<file path="src/rtl/biriscv_mulf.sv">
// biriscv_mulf: multi-cycle binary32 multiplier. Radix-2 shift-add of
// the 24-bit significands (one multiplier bit per cycle), followed by a
// single normalise/round-to-nearest-even cycle. NaN, infinity and zero
// operands bypass the datapath and complete one cycle after issue.
module biriscv_mulf (
  input  logic        clk_i,
  input  logic        rst_i,
  input  logic        opcode_valid_i,
  input  logic        inst_mulf_i,
  input  logic [31:0] operand_ra_i,
  input  logic [31:0] operand_rb_i,
  input  logic        flush_i,
  output logic        busy_o,
  output logic        mulf_complete_o,
  output logic [31:0] mulf_result_o
);

  typedef enum logic [1:0] {
    ST_IDLE = 2'd0,
    ST_MUL  = 2'd1,
    ST_NORM = 2'd2,
    ST_DONE = 2'd3
  } state_t;

  state_t             state_q;
  logic [4:0]         cnt_q;

  logic               sign_q;
  logic signed [9:0]  exp_q;
  logic [23:0]        mcand_q;
  logic [47:0]        prod_q;
  logic [24:0]        mul_sum;

  // Operand classification
  logic [7:0]         a_exp;
  logic [7:0]         b_exp;
  logic [22:0]        a_man;
  logic [22:0]        b_man;
  logic               a_zero, b_zero, a_inf, b_inf, a_nan, b_nan;
  logic               special;
  logic [31:0]        special_res;
  logic               res_sign;
  logic signed [9:0]  exp_sum;
  logic               accept;

  assign a_exp  = operand_ra_i[30:23];
  assign b_exp  = operand_rb_i[30:23];
  assign a_man  = operand_ra_i[22:0];
  assign b_man  = operand_rb_i[22:0];

  // Subnormal inputs are folded into zero.
  assign a_zero = (a_exp == 8'h00);
  assign b_zero = (b_exp == 8'h00);
  assign a_inf  = (a_exp == 8'hFF) && (a_man == 23'd0);
  assign b_inf  = (b_exp == 8'hFF) && (b_man == 23'd0);
  assign a_nan  = (a_exp == 8'hFF) && (a_man != 23'd0);
  assign b_nan  = (b_exp == 8'hFF) && (b_man != 23'd0);

  assign res_sign = operand_ra_i[31] ^ operand_rb_i[31];
  assign special  = a_zero | b_zero | a_exp == 8'hFF | b_exp == 8'hFF;
  assign exp_sum  = $signed({2'b00, a_exp}) + $signed({2'b00, b_exp}) - 10'sd127;

  assign accept = (state_q == ST_IDLE) & opcode_valid_i & inst_mulf_i & ~flush_i;

  // Fast-path result for non-finite or zero operands
  always_comb begin
    special_res = {res_sign, 31'd0};
    if (a_nan || b_nan || (a_inf && b_zero) || (b_inf && a_zero))
      special_res = 32'h7FC00000;
    else if (a_inf || b_inf)
      special_res = {res_sign, 8'hFF, 23'd0};
  end

  // One shift-add step: add multiplicand to the upper half when the
  // current multiplier bit (LSB) is set, then shift the whole product right.
  assign mul_sum = {1'b0, prod_q[47:24]} + (prod_q[0] ? {1'b0, mcand_q} : 25'd0);

  // Normalise the 48-bit product, round to nearest even, and clamp the
  // exponent to infinity or zero.
  function automatic logic [31:0] norm_round(input logic sign,
                                             input logic signed [9:0] exp_in,
                                             input logic [47:0] p);
    logic signed [9:0] e;
    logic [22:0]       m;
    logic              g;
    logic              s;
    logic              rnd;
    logic [24:0]       r;
    if (p[47]) begin
      m = p[46:24];
      g = p[23];
      s = |p[22:0];
      e = exp_in + 10'sd1;
    end else begin
      m = p[45:23];
      g = p[22];
      s = |p[21:0];
      e = exp_in;
    end
    rnd = g & (s | m[0]);
    r   = {2'b01, m} + {24'd0, rnd};
    if (r[24]) begin
      e = e + 10'sd1;
      m = r[23:1];
    end else begin
      m = r[22:0];
    end
    if (e >= 10'sd255)
      norm_round = {sign, 8'hFF, 23'd0};
    else if (e <= 10'sd0)
      norm_round = {sign, 31'd0};
    else
      norm_round = {sign, e[7:0], m};
  endfunction

  // Control: state machine, counter, completion pulse and result register
  always_ff @(posedge clk_i) begin
    if (rst_i) begin
      state_q         <= ST_IDLE;
      cnt_q           <= 5'd0;
      mulf_complete_o <= 1'b0;
      mulf_result_o   <= 32'd0;
    end else begin
      mulf_complete_o <= 1'b0;
      if (flush_i) begin
        state_q <= ST_IDLE;
      end else begin
        case (state_q)
          ST_IDLE: begin
            if (accept) begin
              cnt_q <= 5'd23;
              if (special) begin
                mulf_result_o   <= special_res;
                mulf_complete_o <= 1'b1;
                state_q         <= ST_DONE;
              end else begin
                state_q <= ST_MUL;
              end
            end
          end
          ST_MUL: begin
            if (cnt_q == 5'd0)
              state_q <= ST_NORM;
            else
              cnt_q <= cnt_q - 5'd1;
          end
          ST_NORM: begin
            mulf_result_o   <= norm_round(sign_q, exp_q, prod_q);
            mulf_complete_o <= 1'b1;
            state_q         <= ST_DONE;
          end
          default: state_q <= ST_IDLE;
        endcase
      end
    end
  end

  // Datapath: operand capture at accept, product accumulation in MUL
  always_ff @(posedge clk_i) begin
    if (accept) begin
      sign_q  <= res_sign;
      exp_q   <= exp_sum;
      mcand_q <= {1'b1, a_man};
      prod_q  <= {24'd0, 1'b1, b_man};
    end else if (state_q == ST_MUL) begin
      prod_q  <= {mul_sum, prod_q[23:1]};
    end
  end

  assign busy_o = (state_q != ST_IDLE);

endmodule

</file>
<file path="config.mk">
export PLATFORM = sky130hd
export DESIGN_NAME = biriscv_mulf
export DESIGN_NICKNAME = d
export VERILOG_FILES = /design/src/rtl/biriscv_mulf.sv
export SDC_FILE = /design/constraint.sdc
export NUM_CORES = 1
export LEC_CHECK = 0
export BUFFER_PORTS_ARGS = -buffer_cell sky130_fd_sc_hd__buf_2
export CORE_ASPECT_RATIO = 1.2
export CORE_MARGIN = 1.5
export CORE_UTILIZATION = 58
export DETAILED_ROUTE_END_ITERATION = 8
export PLACE_DENSITY = 0.78
export SLEW_MARGIN = 20
export SYNTH_ARGS = -nofsm -noshare
export SYNTH_HDL_FRONTEND = slang
export SYNTH_SLANG_ARGS = --single-unit
</file>
<file path="constraint.sdc">
create_clock -name clk_i -period 16.9 [get_ports clk_i]
set_clock_uncertainty 0.15 [all_clocks]
set_input_delay 2.535 -clock clk_i [delete_from_list [all_inputs] [get_ports clk_i]]
set_output_delay 2.535 -clock clk_i [all_outputs]
set_load 0.01 [all_outputs]
</file>
==> run_results.csv, run 1 <==
group,metric,value,unit
synthesis,synth_seq_cells,122,
synthesis,synth_compound_area_share,17.74,%
final_layout,nets,1123,
clock_tree,cts.sink_count,122,
timing,clock.fmax,0.1969,GHz
place,pre_cts_ws,11590,ps
synthesis,async_flop_share,0,%
synthesis,synth_edf_count,57,
synthesis,ys_seq_area_share,37.50,%
final_layout,diodes,0,
timing,hold_viol,0,
timing,timing.final.crit_share,30.05,%
timing,hold_ws,317.2,ps
pwr,cellPowerDensity,105.4,nW/µm²
timing,worst_slew_pin_slew,997.1,ps
drt,num_vias,7067,
die,dieArea,14570,µm²
critical_path,r2r_cells,13,
synthesis,syn-cell-area,8034,µm²
min_path,min_path_cells,1,
drt,drt_first_iter_violations,403,
synthesis,synthTopCellsByArea,"edfxtp_1, dfxtp_1, ha_1",
synthesis,synth_top_family_by_area,"simple AND/OR/NAND/NOR gates",
die,core.rowCount,46,
synthesis,synthMuxAreaShare,3.193,%
die,core_area,13350,µm²
synthesis,synth-main-ff-cell,"dfxtp_1",
synthesis,synth_fa_ha_area_share,7.974,%
critical_path,arrival,5290,ps
pwr,p_leak,3.888,nW
drt,via_per_inst,5.964,
final_layout,fill_cells,1079,
place,io_buffers,102,
min_path,hold_class,"reg2reg",
timing,max_slew_margin,33.52,%
drt,drc,0,
clock_tree,cts_resized,0,
timing,worst_slack,11820,ps
clock_tree,cts-root-buf,"clkbuf_16",
synthesis,synth_cell_types,73,
die,die_w,110.4,µm
place,dpl.hpwl,13550,µm
global_routing,antenna_found_initial,0,
drt,postRouteWirelength,18680,µm
job,cap_violations,0,
drt,first_pass_iters,5,
critical_path,start_kind,"flop",
drt,post_drt_wl_per_cell,15.77,µm
drt,antenna_left,0,
clock_tree,cts_buffer_depth,2,
synthesis,synth_cells,921,
clock_tree,ctsHoldBuffers,0,
global_routing,grt_usage,25.40,%
global_routing,grt_max_degree,80,
die,ios,103,
critical_path,reg2reg_from,"prod_q[47]$_SDFFE_PP0P_",
clock_tree,clock_latency,430,ps
synthesis,ys_warn_count,0,
min_path,hold_path_end,"mulf_result_o[10]$_SDFFE_PP0P_",
global_routing,grt_pass1_vias,6482,
global_routing,grt_pass1_wl,30430,µm
outcome,status,"completed",
synthesis,synth_fp_nets,1040,
min_path,min_from,"mulf_result_o[10]$_SDFFE_PP0P_",
clock_tree,cts_setup_buffers,0,
final_layout,syn2layout_area_growth,15.37,%
timing,tns,0,ps
synthesis,yosysTopAreaCell,"edfxtp_1",
synthesis,synth_most_common_cell,"nand2_1",
final_layout,drive_gt1_share,15.44,%
timing,finalCriticalPeriod,5079,ps
clock_tree,numCtsBuffers,17,
critical_path,worstPathRequired,17120,ps
die,start_util,60.17,%
timing,report.final.slew_viol_count,0,
synthesis,synth_simple_gate_area_share,23.59,%
critical_path,r2r_end,"mulf_result_o[20]$_SDFFE_PP0P_",
synthesis,synth-xor-area-share,5.778,%
critical_path,regToRegSetupSlack,11820,ps
clock_tree,cts_tree,"done",
critical_path,cp_max_fo,69,
synthesis,yosysTopAreaCellShare,21.31,%
place,gp_congestion,0.8699,
timing,rsz0062_at_grt,"false",
pwr,peakVddDrop,0.09510,mV
synthesis,avgSynthCellArea,8.723,µm²
clock_tree,clk_pin_slew,60,ps
synthesis,ys_top_cells_by_count,"nand2_1, dfxtp_1, a21oi_1",
critical_path,critical_path_class,"reg2reg",
die,die_y,131.9,µm
timing,finalSetupViolCount,0,
critical_path,end_kind,"flop",
global_routing,grt-ovfl-total,0,
clock_tree,cts_max_level,4,
## cells by family after synthesis
| family | count (synthesis) |
|---|---|
| adders and majority gates | 50 |
| DFF | 122 |
| AOI/OAI and AO/OA | 211 |
| muxes | 24 |
| xor gates and xnor gates | 53 |
| and+or+nand+nor | 380 |
| buffers and inverters | 81 |
## final cells by class
class	count	area, µm²	area share, %
flip-flops and latches	122	3014	32.52
clock buffers	17	425.4	4.590
clock inverters	15	246.5	2.659
repair buffers	107	548.0	5.913
inverters	38	142.6	1.539
well taps	168	210.2	2.268
multi-input cells	718	4682	50.51
## power by group
| group | internal [mW] | leakage (nW) | total (mW) | switching (mW) |
|---|---|---|---|---|
| registers | 0.332 | 1.05 | 0.367 | 0.0345 |
| clock network | 0.277 | 0.318 | 0.413 | 0.136 |
| logic | 0.0868 | 2.52 | 0.198 | 0.111 |
## per-stage QoR
stage / instances / power, mW / utilization [%] / cell area (µm²)
4_1_cts: 1185 / 0.9794 / 69.42 / 9269
3_3_place_gp: 1153 / 0.5602 / 64.38 / 8597
2_1_floorplan: 921 / 0.5162 / - / 8034
6_report: 1185 / 0.9767 / 69.42 / 9269
5_1_grt: 1185 / 1.020 / 69.42 / 9269
3_5_place_dp: 1153 / 0.5648 / 64.38 / 8597
## worst max-delay path: stages (launching register included)
cell and delay (ps):
dfxtp_2 310, buf_4 540, nand2_1 140, a21boi_0 200, ha_1 220, nand2_1 80
or4b_1 670, nor4_2 730, nand4_1 210, mux2i_1 220, and2_1 230, or3b_1 480
nor2_1 560, a32o_1 270
## placed cells by master, fill, tap and decap left out, types with 4 or more instances in the layout
| master | count |
|---|---|
| a21boi_0 | 5 |
| a21o_1 | 21 |
| a311oi_1 | 5 |
| nor3_1 | 18 |
| a2111oi_0 | 5 |
| nor3b_1 | 5 |
| nand2b_1 | 10 |
| a21oi_1 | 62 |
| o21bai_1 | 5 |
| a22o_1 | 21 |
| a211oi_1 | 18 |
| and2_1 | 28 |
| nor4_1 | 24 |
| mux2i_1 | 20 |
| xnor2_1 | 36 |
| nand2_1 | 155 |
| bufinv_16 | 6 |
| and3_1 | 6 |
| o22ai_1 | 6 |
| nor2b_1 | 5 |
| buf_2 | 102 |
| dfxtp_1 | 64 |
| nand4_1 | 21 |
| nand3b_1 | 4 |
| clkbuf_16 | 17 |
| buf_4 | 5 |
| or2_2 | 6 |
| o211ai_1 | 5 |
| nor2_1 | 51 |
| inv_1 | 36 |
| o21ai_0 | 28 |
| a31oi_1 | 5 |
| edfxtp_1 | 57 |
| xor2_1 | 17 |
| nand3_1 | 22 |
| ha_1 | 48 |
## metal layers
metal	vias to the layer above	share of wire, %	global-route usage, %
li1	3540	-	-
met1	3283	46	32.77
met2	212	47	42.39
met3	32	4.7	4.414
met4	0	2.4	10.19
met5	-	0	0
## how the worst max path moves through the flow
stage,slack (ps),endpoint,startpoint,cells after the start
6_report,11820,mulf_result_o[20]$_SDFFE_PP0P_,prod_q[47]$_SDFFE_PP0P_,13
5_1_grt,11380,mulf_result_o[20]$_SDFFE_PP0P_,prod_q[47]$_SDFFE_PP0P_,13
4_1_cts,11800,mulf_result_o[20]$_SDFFE_PP0P_,prod_q[47]$_SDFFE_PP0P_,13
3_5_place_dp,11590,mulf_result_o[20]$_SDFFE_PP0P_,operand_rb_i[24],10
3_3_place_gp,11700,mulf_result_o[20]$_SDFFE_PP0P_,operand_rb_i[27],10
2_1_floorplan,11390,mulf_result_o[21]$_SDFFE_PP0P_,prod_q[47]$_SDFFE_PP0P_,21
## flip-flops by register name, summed over array words and instances (netlist names)
signal and count:
prod_q 48, mulf_result_o 32, mcand_q 23, exp_q 10, cnt_q 5, state_q 2, mulf_complete_o 1, sign_q 1
No activity file was read; power rests on OpenSTA's default activity.
==> inputs of run 2 (changes only) <==
==> constraint.sdc (replaced) <==
create_clock -name clk_i -period 5.11 [get_ports clk_i]
set_clock_uncertainty 0.15 [all_clocks]
set_input_delay 0.7665 -clock clk_i [delete_from_list [all_inputs] [get_ports clk_i]]
set_output_delay 0.7665 -clock clk_i [all_outputs]
set_load 0.01 [all_outputs]
==> run 2 against run 1 <==
Global-route usage grew 0.13 points. Final cell count up 0.84%. Sequential cell count is the same. Utilization up 0.22 points. Cell area rose by 0.31%. Largest cell class unchanged. Combinational power rose to 3.4 times the previous value. Total power grew to 3.2 times the previous value.
==> run_results.csv, run 2 (synthesis gave the netlist of run 1 again) <==
group,metric,value,unit
outcome,status,"completed",
place,io_buffers,102,
critical_path,path_depth,12,
final_layout,largest_reg_flops,48,
timing,finalCriticalPeriod,4733,ps
final_layout,layoutNonFillerInstCount,1195,
clock_tree,cts_buffer_depth,2,
clock_tree,numCtsBuffers,17,
clock_tree,cts_setup_buffers,0,
global_routing,grt_max_degree,80,
critical_path,worstPathRequired,5330,ps
pwr,p_leak,3.920,nW
job,cap_violations,0,
clock_tree,cts_tree,"done",
critical_path,worstPathCellList,"nand2b_1 > a21boi_0 > ha_1 > nand2_1 > or4b_1 > or4_1 > o31ai_1 > a2bb2o_4 > nor4_2 > or3b_1 > nor2_1 > a32o_1",
place,dpl.hpwl,13850,µm
final_layout,layout.cells.most_common,"nand2_1",
drt,drc,0,
final_layout,fill_cells,1092,
drt,post_drt_wl_per_cell,15.73,µm
die,dieArea,14570,µm²
place,gp_congestion,0.8889,
die,die_y,131.9,µm
timing,worst_slew_pin_slew,856.0,ps
die,ios,103,
clock_tree,clock_latency,430,ps
die,core_area,13350,µm²
final_layout,syn2layout_area_growth,15.73,%
global_routing,antenna_found_initial,0,
timing,hold_viol,0,
final_layout,diodes,0,
clock_tree,cts_max_level,4,
final_layout,final_cell_mix,"nand2_1, buf_2, dfxtp_1, a21oi_1, edfxtp_1",
drt,first_pass_iters,6,
drt,drt_first_iter_violations,503,
timing,max_slew_margin,42.93,%
clock_tree,cts_resized,0,
critical_path,start_kind,"flop",
global_routing,grt_pass1_wl,30260,µm
final_layout,top_regs,"prod_q x48, mulf_result_o x32, mcand_q x23",
drt,via_per_inst,5.938,
drt,num_vias,7096,
die,core.rowCount,46,
critical_path,cpPeakStageDelay,690,ps
final_layout,drive_gt1_share,16.26,%
global_routing,grt_pass1_vias,6405,
critical_path,slowest_stage,"or4_1",
place,placed_area,8672,µm²
pwr,peakVddDrop,0.3028,mV
place,post-place-cells,1163,
critical_path,critical_path_class,"reg2reg",
final_layout,regArea,3014,µm²
timing,clock.fmax,0.2113,GHz
pwr,total_power,3.151,mW
die,start_util,60.17,%
critical_path,end_kind,"flop",
critical_path,arrival,4960,ps
final_layout,multi_input_area,4682,µm²
timing,tns,0,ps
critical_path,r2r_cells,12,
critical_path,critPathBufInv,0,
timing,timing.final.crit_share,92.63,%
min_path,hold_class,"reg2reg",
clock_tree,ctsHoldBuffers,0,
die,die_w,110.4,µm
clock_tree,clk_pin_slew,60,ps
final_layout,regMostFlops,"prod_q",
critical_path,cp_max_fo,18,
clock_tree,cts-root-buf,"clkbuf_16",
global_routing,grt-ovfl-total,0,
final_layout,nets,1133,
timing,report.final.slew_viol_count,0,
drt,postRouteWirelength,18790,µm
critical_path,crit_family,"simple AND/OR/NAND/NOR gates",
timing,rsz0062_at_grt,"false",
final_layout,finalInstanceArea,9298,µm²
timing,finalSetupViolCount,0,
global_routing,grt_usage,25.53,%
pwr,cellPowerDensity,338.9,nW/µm²
clock_tree,cts.sink_count,122,
min_path,min_path_cells,1,
drt,antenna_left,0,
## run 2: final timing paths
kind	slack [ps]	from	end
setup / recovery	380	prod_q[47]$_SDFFE_PP0P_	mulf_result_o[20]$_SDFFE_PP0P_
hold reg to reg	310	mulf_result_o[20]$_SDFFE_PP0P_	mulf_result_o[20]$_SDFFE_PP0P_
setup reg to reg	380	prod_q[47]$_SDFFE_PP0P_	mulf_result_o[20]$_SDFFE_PP0P_
hold / removal	310	mulf_result_o[20]$_SDFFE_PP0P_	mulf_result_o[20]$_SDFFE_PP0P_
## run 2: layout make-up
| type | count | share of cell area (%) |
|---|---|---|
| multi-input combinational | 718 | 50.36 |
| timing repair buffer | 117 | 6.702 |
| tap | 168 | 2.261 |
| sequential | 122 | 32.42 |
| clock buffer | 17 | 4.575 |
| inverter | 38 | 1.534 |
| clock inverter | 15 | 2.153 |
## run 2: layer usage
layer  wire, µm  up-vias  GRT usage (%)
met2       8864      213          43.00
met4        329        0          8.191
met3        965       33          5.977
li1           -     3557              -
met5          0        -              0
met1       8634     3293          32.48
## run 2: metrics by stage
step / setup WS, ps / hold WS, ps / util (%)
5_1_grt: 88.53 / 341.6 / 69.63
3_5_place_dp: 412.9 / 301.7 / 64.95
3_3_place_gp: 570.7 / 297.3 / 64.95
6_report: 376.6 / 313.9 / 69.63
2_1_floorplan: 35.87 / 311.2 / -
4_1_cts: 396.0 / 315.2 / 69.63
## run 2: worst register-to-register path, stage by stage, from the launching register on
cell and delay [ps]:
dfxtp_2 420, nand2b_1 250, a21boi_0 210, ha_1 210
nand2_1 70, or4b_1 660, or4_1 690, o31ai_1 460
a2bb2o_4 200, nor4_2 50, or3b_1 470, nor2_1 570
a32o_1 260
## run 2: power by group
| group | internal, mW | total [mW] | switching [mW] |
|---|---|---|---|
| combinational | 0.297 | 0.671 | 0.374 |
| clock | 0.815 | 1.28 | 0.463 |
| sequential | 1.10 | 1.20 | 0.104 |
| total | 2.21 | 3.15 | 0.942 |
==> inputs of run 3 (changes only) <==
--- a/config.mk
+++ b/config.mk
@@ -5,12 +5,13 @@
 export SDC_FILE = /design/constraint.sdc
 export NUM_CORES = 1
 export LEC_CHECK = 0
+export ABC_AREA = 1
 export BUFFER_PORTS_ARGS = -buffer_cell sky130_fd_sc_hd__buf_2
 export CORE_ASPECT_RATIO = 1.2
 export CORE_MARGIN = 1.5
 export CORE_UTILIZATION = 58
 export DETAILED_ROUTE_END_ITERATION = 8
-export PLACE_DENSITY = 0.78
+export PLACE_DENSITY = 0.77
 export SLEW_MARGIN = 20
 export SYNTH_ARGS = -nofsm -noshare
 export SYNTH_HDL_FRONTEND = slang
==> run 3 against run 2 <==
Global-route usage up 2.1 points. Clock power down 12%. Sequential share of layout area decreased by 2.3 points. Largest power group is now registers. Worst setup slack improved by 950 ps.
==> run_results.csv, run 3 <==
group,metric,value,unit
pwr,peakVddDrop,0.2441,mV
synthesis,yosysTopAreaCellShare,19.30,%
drt,post_drt_wl_per_cell,13.85,µm
synthesis,yosysTopAreaCell,"edfxtp_1",
clock_tree,cts-root-buf,"clkbuf_16",
final_layout,regArea,3014,µm²
clock_tree,cts_resized,0,
drt,num_vias,8198,
critical_path,crit_top_cell,"nand3_2",
synthesis,avgSynthCellArea,7.186,µm²
final_layout,fill_cells,1351,
synthesis,ys_top_cells_by_count,"nand2_1, inv_1, nor2_1",
clock_tree,clk_pin_slew,60,ps
global_routing,grt_usage,27.62,%
clock_tree,cts_tree,"done",
die,ios,103,
timing,clock.fmax,0.2640,GHz
critical_path,worstPathCellList,"inv_6 > o21ai_1 > ha_1 > nand3_2 > nor2_8 > nand2_2 > nor3_4 > nand3_1 > a211oi_1 > nand3_2 > a21oi_2",
timing,worst_slew_pin_slew,1011,ps
job,cap_violations,0,
final_layout,diodes,0,
clock_tree,clock_latency,430,ps
final_layout,largest_reg_flops,48,
critical_path,start_kind,"flop",
pwr,p_leak,4.965,nW
clock_tree,cts_setup_buffers,0,
drt,via_per_inst,5.313,
clock_tree,ctsHoldBuffers,0,
clock_tree,cts.sink_count,122,
synthesis,ys_warn_count,0,
timing,tns,0,ps
die,start_util,59.28,%
die,die_w,115.9,µm
final_layout,layout.cells.most_common,"nand2_1",
synthesis,ys_seq_area_share,33.98,%
critical_path,cp_max_fo,55,
die,core.rowCount,49,
drt,antenna_left,0,
place,placed_area,9449,µm²
die,core_area,14960,µm²
synthesis,synth_cells,1234,
final_layout,multi_input_area,4989,µm²
clock_tree,cts_max_level,4,
synthesis,synth_most_common_cell,"nand2_1",
place,io_buffers,102,
critical_path,worstPathRequired,5320,ps
synthesis,async_flop_share,0,%
global_routing,antenna_found_initial,0,
drt,drc,0,
drt,drt_first_iter_violations,602,
synthesis,syn-cell-area,8867,µm²
synthesis,synth_seq_cells,122,
timing,finalCriticalPeriod,3788,ps
pwr,cellPowerDensity,354.1,nW/µm²
drt,first_pass_iters,6,
place,gp_congestion,0.9329,
die,die_y,138.4,µm
final_layout,finalInstanceArea,10010,µm²
final_layout,nets,1445,
timing,rsz0062_at_grt,"false",
clock_tree,numCtsBuffers,17,
final_layout,regMostFlops,"prod_q",
final_layout,drive_gt1_share,16.50,%
min_path,hold_class,"reg2reg",
synthesis,synth_fp_nets,1353,
critical_path,crit_family,"simple AND/OR/NAND/NOR gates",
critical_path,arrival,3990,ps
critical_path,end_kind,"flop",
synthesis,synthTopCellsByArea,"edfxtp_1, nand2_1, dfxtp_1",
synthesis,synth_edf_count,57,
critical_path,critical_path_class,"reg2reg",
timing,timing.final.crit_share,74.13,%
synthesis,synth-main-ff-cell,"dfxtp_1",
global_routing,grt_pass1_vias,7732,
final_layout,final_cell_mix,"nand2_1, inv_1, buf_2, nor2_1, a21oi_1",
die,dieArea,16040,µm²
final_layout,syn2layout_area_growth,12.85,%
global_routing,grt-ovfl-total,0,
critical_path,slowest_stage,"dfxtp_2",
timing,hold_viol,0,
final_layout,top_regs,"prod_q x48, mulf_result_o x32, mcand_q x23",
place,dpl.hpwl,16400,µm
synthesis,synth_cell_types,50,
critical_path,cpPeakStageDelay,980,ps
timing,report.final.slew_viol_count,0,
critical_path,critPathBufInv,1,
timing,max_slew_margin,32.53,%
global_routing,grt_pass1_wl,35180,µm
timing,finalSetupViolCount,0,
global_routing,grt_max_degree,71,
clock_tree,cts_buffer_depth,2,
outcome,status,"completed",
drt,postRouteWirelength,21370,µm
## run 3: cell types whose count changed in the layout (fill, tap and decap cells not counted), moves of 18 or more
cell,previous run,this run
a22o_1,21,0
nand3_1,22,60
nand2_1,155,368
xnor2_1,36,10
inv_1,36,161
nor2_1,51,85
mux2i_1,20,0
and2_1,28,0
a21o_1,21,3
## run 3: routing by layer
metal  vias up  GRT usage, %  wire length (µm)
met5         -             0                 0
met4         0         13.41               770
met3        51         5.392               882
met2       203         46.56             10480
met1      3721         33.34              9229
li1       4223             -                 -
## run 3: metrics by stage
stage	instances	setup slack, ps	util [%]	hold WS (ps)	power, mW
2_1_floorplan	1234	1978	-	289.5	2.172
3_3_place_gp	1511	1482	63.16	307.1	2.388
3_5_place_dp	1511	1363	63.16	302.2	2.409
4_1_cts	1543	1345	66.90	311.1	3.548
5_1_grt	1543	889.5	66.90	333.5	3.777
6_report	1543	1322	66.90	311.5	3.544
## run 3: area by class of cell
class | count | area share, %
well taps | 204 | 2.551
flip-flops and latches | 122 | 30.12
clock buffers | 22 | 4.651
clock inverters | 10 | 0.9252
multi-input cells | 907 | 49.85
repair buffers | 106 | 5.401
inverters | 172 | 6.502
## run 3: tightest hold or removal path, cell delays in order (launching register included)
cell     delay [ps]
dfxtp_1         300
nand2_1          60
a21oi_1          50
## run 3: report_power, final
part / switching, mW / leakage [nW] / internal [mW]
combinational: 0.748 / 3.64 / 0.403
clock: 0.438 / 0.274 / 0.697
sequential: 0.123 / 1.06 / 1.14
## run 3: cells by family (layout without fill, tap and decap cells)
logic type | after synthesis | in the layout | share of synthesized area, %
flip-flops | 122 | 122 | 33.98
adder cells (fa/ha/maj) | 50 | 50 | 7.225
AND/OR/NAND/NOR | 637 | 637 | 33.55
XOR/XNOR | 38 | 38 | 3.753
AO/OA/AOI/OAI | 182 | 182 | 11.73
buffers and inverters | 205 | 310 | 9.764
## run 3: path summary, 6_finish.rpt
kind | slack (ps) | startpoint | cells after the start | end
worst max-delay path | 1320 | prod_q[47]$_SDFFE_PP0P_ | 11 | mulf_result_o[10]$_SDFFE_PP0P_
worst min-delay path | 310 | mulf_result_o[0]$_SDFFE_PP0P_ | 2 | mulf_result_o[0]$_SDFFE_PP0P_
worst max register to register | 1320 | prod_q[47]$_SDFFE_PP0P_ | 11 | mulf_result_o[10]$_SDFFE_PP0P_
worst min register to register | 310 | mulf_result_o[0]$_SDFFE_PP0P_ | 2 | mulf_result_o[0]$_SDFFE_PP0P_
